File: config.mk
export PLATFORM = sky130hd
export DESIGN_NAME = channel_mux_rr
export DESIGN_NICKNAME = d
export VERILOG_FILES = /design/src/rtl/channel_mux_rr_pkg.sv /design/src/rtl/channel_mux_rr_arbiter.sv /design/src/rtl/channel_mux_rr.sv
export SDC_FILE = /design/constraint.sdc
export NUM_CORES = 1
export LEC_CHECK = 0
export ABC_AREA = 1
export CAP_MARGIN = 10
export CORE_MARGIN = 10
export CORE_UTILIZATION = 25
export DETAILED_ROUTE_END_ITERATION = 8
export SLEW_MARGIN = 0
export SYNTH_ARGS = -nofsm -noshare
export SYNTH_HDL_FRONTEND = slang
export SYNTH_SLANG_ARGS = --single-unit
File: constraint.sdc
create_clock -name clk -period 6.9 [get_ports clk]
set_clock_uncertainty 0.05 [all_clocks]
set_input_delay 2.07 -clock clk [delete_from_list [all_inputs] [get_ports clk]]
set_output_delay 2.07 -clock clk [all_outputs]
set_load 0.01 [all_outputs]
File: src/rtl/channel_mux_rr_pkg.sv
// Shared types and helpers for the channel_mux_rr slice: output FSM states,
// mode encodings and the channel-index wrap helper.
package channel_mux_rr_pkg;

    // Output stage occupancy; FULL is exactly out_valid=1
    typedef enum logic {
        ST_EMPTY = 1'b0,
        ST_FULL  = 1'b1
    } chmux_state_t;

    // Value of the mode input
    typedef enum logic {
        MODE_FIXED = 1'b0,
        MODE_RR    = 1'b1
    } chmux_mode_t;

    // Next channel after idx, wrapping n-1 back to 0
    function automatic int unsigned wrap_inc(int unsigned idx, int unsigned n);
        return (idx + 1 >= n) ? 0 : idx + 1;
    endfunction

endpackage

File: src/rtl/channel_mux_rr_arbiter.sv
// Combinational round-robin arbiter: grants the first requesting channel at or
// after ptr, modulo NCH. The pointer register is owned by the parent.
module rr_arbiter #(
    parameter  int NCH  = 4,
    localparam int SELW = $clog2(NCH)
) (
    input  logic [NCH-1:0]  req,
    input  logic [SELW-1:0] ptr,
    output logic [NCH-1:0]  gnt_onehot,
    output logic [SELW-1:0] gnt_idx,
    output logic            gnt_any
);

    // Rotating priority search starting at ptr
    always_comb begin
        int unsigned c;
        gnt_onehot = '0;
        gnt_idx    = '0;
        gnt_any    = 1'b0;
        for (int unsigned k = 0; k < NCH; k++) begin
            c = 32'(ptr) + k;
            if (c >= NCH) begin
                c = c - NCH;
            end
            if (!gnt_any && req[c]) begin
                gnt_any       = 1'b1;
                gnt_idx       = SELW'(c);
                gnt_onehot[c] = 1'b1;
            end
        end
    end

endmodule

File: src/rtl/channel_mux_rr.sv
// N-channel registered multiplexer with valid/ready handshakes, fixed-address
// or round-robin channel selection, and a single skid-free output register.
// Optional feature macro: CHMUX_PARITY_EN adds the registered out_par output.
module channel_mux_rr
    import channel_mux_rr_pkg::*;
#(
    parameter  int NCH   = 4,
    parameter  int WIDTH = 1,
    localparam int SELW  = $clog2(NCH)
) (
    input  logic                 clk,
    input  logic                 reset,
    input  logic                 mode,
    input  logic [SELW-1:0]      address,
    input  logic [NCH*WIDTH-1:0] in_data,
    input  logic [NCH-1:0]       in_valid,
    output logic [NCH-1:0]       in_ready,
    output logic [WIDTH-1:0]     out_data,
    output logic [SELW-1:0]      out_chan,
    output logic                 out_valid,
    input  logic                 out_ready
`ifdef CHMUX_PARITY_EN
    ,
    output logic                 out_par
`endif
);

    chmux_state_t     state, state_nx;
    logic [SELW-1:0]  rr_ptr;

    logic [NCH-1:0]   rr_onehot;
    logic [SELW-1:0]  rr_idx;
    logic             rr_any;

    logic [NCH-1:0]   fix_onehot;
    logic [SELW-1:0]  fix_idx;
    logic             fix_any;

    logic [NCH-1:0]   gnt_onehot;
    logic [SELW-1:0]  gnt_idx;
    logic             gnt_any;

    logic             accept;
    logic             transfer;
    logic [WIDTH-1:0] sel_data;

    rr_arbiter #(
        .NCH (NCH)
    ) u_arb (
        .req        (in_valid),
        .ptr        (rr_ptr),
        .gnt_onehot (rr_onehot),
        .gnt_idx    (rr_idx),
        .gnt_any    (rr_any)
    );

    // Fixed-mode grant: address must name an existing, valid channel
    always_comb begin
        fix_onehot = '0;
        fix_idx    = '0;
        fix_any    = 1'b0;
        for (int unsigned i = 0; i < NCH; i++) begin
            if (32'(address) == i && in_valid[i]) begin
                fix_onehot[i] = 1'b1;
                fix_idx       = SELW'(i);
                fix_any       = 1'b1;
            end
        end
    end

    // Mode select and handshake; reset masks in_ready so nothing is taken
    // while the block is being cleared
    always_comb begin
        if (mode == MODE_RR) begin
            gnt_onehot = rr_onehot;
            gnt_idx    = rr_idx;
            gnt_any    = rr_any;
        end else begin
            gnt_onehot = fix_onehot;
            gnt_idx    = fix_idx;
            gnt_any    = fix_any;
        end
        accept   = !out_valid || out_ready;
        in_ready = reset ? '0 : (gnt_onehot & {NCH{accept}});
        transfer = !reset && gnt_any && accept;
    end

    // Granted channel's data word
    always_comb begin
        sel_data = '0;
        for (int unsigned i = 0; i < NCH; i++) begin
            if (gnt_onehot[i]) begin
                sel_data = in_data[i*WIDTH +: WIDTH];
            end
        end
    end

    // Output FSM state register
    always_ff @(posedge clk or posedge reset) begin
        if (reset) begin
            state <= ST_EMPTY;
        end else begin
            state <= state_nx;
        end
    end

    // Output FSM next state: fill on transfer, drain on out_ready without refill
    always_comb begin
        state_nx = state;
        case (state)
            ST_EMPTY: if (transfer) state_nx = ST_FULL;
            ST_FULL:  if (out_ready && !transfer) state_nx = ST_EMPTY;
            default:  state_nx = ST_EMPTY;
        endcase
    end

    assign out_valid = (state == ST_FULL);

    // Output word, channel id and rr pointer load only on a transfer, so a
    // stalled word is held regardless of mode/address changes
    always_ff @(posedge clk or posedge reset) begin
        if (reset) begin
            out_data <= '0;
            out_chan <= '0;
            rr_ptr   <= '0;
        end else if (transfer) begin
            out_data <= sel_data;
            out_chan <= gnt_idx;
            rr_ptr   <= SELW'(wrap_inc(32'(gnt_idx), NCH));
        end
    end

`ifdef CHMUX_PARITY_EN
    // Even parity registered alongside out_data
    always_ff @(posedge clk or posedge reset) begin
        if (reset) begin
            out_par <= 1'b0;
        end else if (transfer) begin
            out_par <= ^sel_data;
        end
    end
`endif

endmodule

After elaboration in Yosys (flattened, before gate mapping)
Index checks and enable logic that the tools add are counted.
{"block": "word_totals", "reg_bits": 6, "inputBits": 14, "out_inout_bits": 8}
{"block": "op_classes", "n_addsub": 8, "order_cmp": 13, "n_eq_ne": 3, "mux": 54, "n_bitwise": 5, "n_reduce_logical": 22}
{"cell": "$ge A32 B1 Y1 const B", "count": 4}
{"cell": "$lt A32 B3 Y1 const B", "count": 4}
{"cell": "$mux W32", "count": 4}
{"cell": "$ge A32 B3 Y1 const B", "count": 3}
{"cell": "$sub A32 B3 Y32 const B", "count": 3}
{"cell": "$mux W1", "count": 27}
{"cell": "$mux W4", "count": 6}
{"cell": "$mux W2", "count": 8}
{"cell": "$logic_and A1 B1 Y1", "count": 14}
{"cell": "$or A4 B4 Y4", "count": 3}
{"cell": "$bmux W1 S2", "count": 4}
{"cell": "$demux W1 S2", "count": 4}
{"cell": "$add A2 B1 Y3 const B", "count": 2}
{"cell": "$add A2 B2 Y3 const B", "count": 2}
{"cell": "$logic_not A1 Y1", "count": 6}
{"cell": "$and A4 B4 Y4", "count": 1}
{"cell": "$eq A2 B2 Y1 const B", "count": 2}
{"cell": "$sub A2 B3 Y4 const B", "count": 1}
{"cell": "$ge A2 B3 Y1 const B", "count": 1}
{"cell": "$ge A3 B3 Y1 const B", "count": 1}
{"cell": "$eq A2 B1 Y1 const B", "count": 1}
{"cell": "$logic_not A2 Y1", "count": 1}
{"cell": "$pmux W1 S2", "count": 1}
{"cell": "$logic_or A1 B1 Y1", "count": 1}
{"cell": "$not A1 Y1", "count": 1}

Longest topological paths before layout
Gate-level depths: netlist of the first run.
{"block": "logic_depth", "depth_word": 21, "mapped_depth": 16, "mapped_depth_nobuf": 16}

Modules after synthesis
From an unflattened synthesis of the first run, not the netlist that was laid out.
{"block": "unflattened", "hier_cells": 154, "hier_area_um2": 968.4}
{"mod": "channel_mux_rr", "n_inst": 1, "cells_per_inst": 77, "area_each_um2": 508.0, "seq_area_each_um2": 150.1}
{"mod": "rr_arbiter", "n_inst": 1, "cells_per_inst": 77, "area_each_um2": 460.4, "seq_area_each_um2": 0.0}

Least setup slack after synthesis of the first run
Ideal clock, no wire load.
{"block": "synth_path", "path_kind": "input to output", "start": "input port in_valid[3]", "end": "output port in_ready[2]", "arrival_ns": 3.016, "required_ns": 4.780, "path_slack_ns": 1.764, "stages": 11, "path_cell_list": "inv_1 > nand2_1 > nand3_2 > nand2_4 > nor2_4 > nand3_2 > inv_2 > nand2_1 > nand3_1 > nand2_1 > nor2_1"}
{"block": "synth_via", "elab_chain_cells": 15, "word_cells_on_any_way": 27, "classes_between": "17 x mux; 4 x bitwise; 6 x reduce/logical"}
{"item": "from (decl)", "line_no": "channel_mux_rr.sv:16", "rtl": "input logic [NCH-1:0] in_valid,"}
{"item": "$bmux W1 S2", "line_no": "channel_mux_rr_arbiter.sv:25", "rtl": "if (!gnt_any && req[c]) begin"}
{"item": "$mux W1 (implied by the code)", "line_no": "channel_mux_rr_arbiter.sv:25"}
{"item": "$mux W1", "line_no": "channel_mux_rr_arbiter.sv:25"}
{"item": "$logic_not A1 Y1", "line_no": "channel_mux_rr_arbiter.sv:25"}
{"item": "$logic_and A1 B1 Y1", "line_no": "channel_mux_rr_arbiter.sv:25"}
{"item": "$mux W1", "line_no": "channel_mux_rr_arbiter.sv:25"}
{"item": "$logic_not A1 Y1", "line_no": "channel_mux_rr_arbiter.sv:25"}
{"item": "$logic_and A1 B1 Y1", "line_no": "channel_mux_rr_arbiter.sv:25"}
{"item": "$mux W1", "line_no": "channel_mux_rr_arbiter.sv:25"}
{"item": "$logic_not A1 Y1", "line_no": "channel_mux_rr_arbiter.sv:25"}
{"item": "$logic_and A1 B1 Y1", "line_no": "channel_mux_rr_arbiter.sv:25"}
{"item": "$mux W4 (*)", "line_no": "channel_mux_rr_arbiter.sv:25"}
{"item": "$mux W4 (*)", "line_no": "channel_mux_rr.sv:74", "rtl": "if (mode == MODE_RR) begin"}
{"item": "$and A4 B4 Y4 (*)", "line_no": "channel_mux_rr.sv:84", "rtl": "in_ready = reset ? '0 : (gnt_onehot & {NCH{accept}});"}
{"item": "$mux W4 (*)", "line_no": "channel_mux_rr.sv:84"}
{"item": "to (decl)", "line_no": "channel_mux_rr.sv:17", "rtl": "output logic [NCH-1:0] in_ready,"}
Mark *: on every way between the ends. The rest lies on a longest branch, timed or not. The select of a mux whose other input is x is not followed.

Worst setup path after layout of the first run
Same ends and word-level chain as after synthesis.

==> results of run 1 <==
placed cells by master (no fill, tap or decap), drive strengths merged, types with 2 or more instances in the layout:
cell           Yosys  layout
inv               24      24
ha                 6       6
nor3               2       2
clkdlybuf4s50      0      21
nand2             51      51
dfrtp              6       6
nand4              4       4
a21oi              6       6
nand3             18      18
o21ai             10      10
clkbuf             0       3
nor2              16      16
through the flow:
| stage | std cells | setup slack [ps] | hold WS [ps] |
|---|---|---|---|
| final | 214 | 658 | 429 |
| after global routing | 214 | 501 | 460 |
| after CTS | 214 | 649 | 431 |
| after detailed placement | 211 | 652 | 420 |
| after global placement | 211 | 676 | 421 |
| after floorplan | 144 | 1760 | 465 |
sequential cells by signal, summed over array words and instances (netlist names):
name	flops
out_data	1
rr_ptr	2
out_chan	2
out_valid	1
routing by layer:
layer | vias up | GRT usage
met3 | 2 | 0.0214
met5 | - | 0
met4 | 0 | 0.0161
li1 | 509 | -
met1 | 420 | 0.104
met2 | 27 | 0.110
how the worst max path moves through the flow:
stage                     slack (ps)         from           to
final                            660  in_valid[3]  in_ready[2]
after global routing             500  in_valid[2]  in_ready[2]
after CTS                        650  in_valid[3]  in_ready[2]
after detailed placement         650  in_valid[3]  in_ready[2]
after global placement           680  in_valid[3]  in_ready[2]
after floorplan                 1760  in_valid[3]  in_ready[2]
power by group:
part | internal [uW] | switching (uW) | leakage [uW]
Clock | 19.7 | 13.2 | 0.0000138
Combinational | 126 | 215 | 0.000492
Sequential | 50.9 | 20.2 | 0.0000721
Total | 197 | 249 | 0.000578
cells by family (layout without fill, tap and decap cells):
| family | count (synthesis) | after routing | share of synthesized area |
|---|---|---|---|
| adders and majority gates | 6 | 6 | 0.0863 |
| and+or+nand+nor | 91 | 91 | 0.525 |
| buffers and inverters | 24 | 48 | 0.104 |
| DFF | 6 | 6 | 0.173 |
| AOI/OAI and AO/OA | 17 | 17 | 0.112 |
layout make-up:
class | count | share of cell area
clock buffer | 3 | 0.0194
inverter | 24 | 0.0777
multi-input combinational | 114 | 0.543
sequential | 6 | 0.129
tap | 46 | 0.0496
timing repair buffer | 21 | 0.181
worst max-delay path, cell delays in order:
cell             delay [ps]
clkdlybuf4s50_1         450
inv_1                    90
nand2_1                  70
nand3_2                 130
nand2_4                 100
nor2_4                  140
nand3_2                 100
inv_2                   100
nand2_1                  50
nand3_1                 110
nand2_1                  80
nor2_1                   90
clkdlybuf4s50_1         550
==> metrics.txt, run 1 <==
cts repair resizes 0; core area 3340 sq um; # diodes 0; top cells by area, synth nand2_1, dfrtp_1, ha_1, inv_1, nand3_1; Max H-tree Level 1; number of synthesized flops with an enable pin 0; synth warn 0; Placer Congestion 0.829; drt initial violations 21; WHS Path Cells 2; Synth top area share 0.186; Synth Register Bits 6; Residual DRC 0; clk sinks 6; WL met2 971 um; Hold Path Sink out_chan[1]; Worst Hold Class reg2reg; drt via density 4.48; initial antenna violation count 0; Slew headroom 0.747; leakage 0.000578 uW; status finished clean; die extent in x 79.0 um; Net Count, Synth 164; Die Y 79.0 um; Root Driver clkbuf_4; Setup CP Type in2out; setup_tns 0 ps; Max IR drop VDD 0.140 mV; Yosys cell types 20; die area 6240 sq um; vias in the first global route 887; WL per Instance 10.8 um; fin util 0.348; GRT Overall Usage 0.0748; DR top layer met4; Worst Path Arrival 4120 ps; Critical Path Start Type input pin; starting density of the core 0.261; CTS Buf Count 3; flop-to-flop setup slack 4460 ps; gr ovfl total 0; Hold Crit Start out_chan[1]; worst reg2reg path depth 14; Clock Latency Late Sink 250 ps; dpl hpwl 1.98 mm; post-CTS setup buffer count 0; worst slew pin tran 379 ps; global-route wire length before repair 4.00 mm; Mean Syn Cell Area 6.04 sq um; Final min period 6240 ps; post-route cell area 1160 sq um; critical path data required time 4780 ps; DR vias 958; asr flop ratio synth 1.00; Crit Path Max Fanout 7; # fillers 385; Layout area overhead 33.4%; register area 150 sq um; Bufs on Longest Clock Path 2; Cell Area, Placed 1140 sq um; MaxCap Viol Count 0; cell taking the most area after synthesis nand2_1; share of cells above drive strength 1 0.190; Synth top cells by count nand2_1, inv_1, nand3_1, nor2_1, nand2_2; fin crit share 0.905; IO Pins 22; Hold Buf Count CTS 0; total power draw 445 uW; RR Endpoint rr_ptr[1]; synthesized cell area 870 sq um; clk slew on worst S/H paths 40 ps; CP Capture Type output pin; RSZ-0062 raised after global routing no; footprint of the multi-input gates 629 sq um; met3 wire length 137 um; register area share after synthesis 0.173; power per cell area 384 nW/um^2; wl on met1 1.19 mm; dominant synthesized flop cell dfrtp_1; f_max 0.160 GHz; nets 190; final setup fails 0; Rows 21; WL final 2.31 mm; worst r2r src rr_ptr[0]; count leader, synth nand2_1; max-slew violation total from the final report 0; drt pass-1 iters 4; pin count of the biggest net entering global routing 12; PortBufs 21; Mapped Cells 144; Final ANT Viol Nets 0; Hold Vio Cnt, Final 0; CTS tree built
Power figures use the tool's default switching activity.
==> run 2, diff against run 1 <==
TNS_END_PERCENT = 20   (was default)
==> results of run 2 <==
Same layout as run 1: the final DEF is identical, and so are final timing and power.
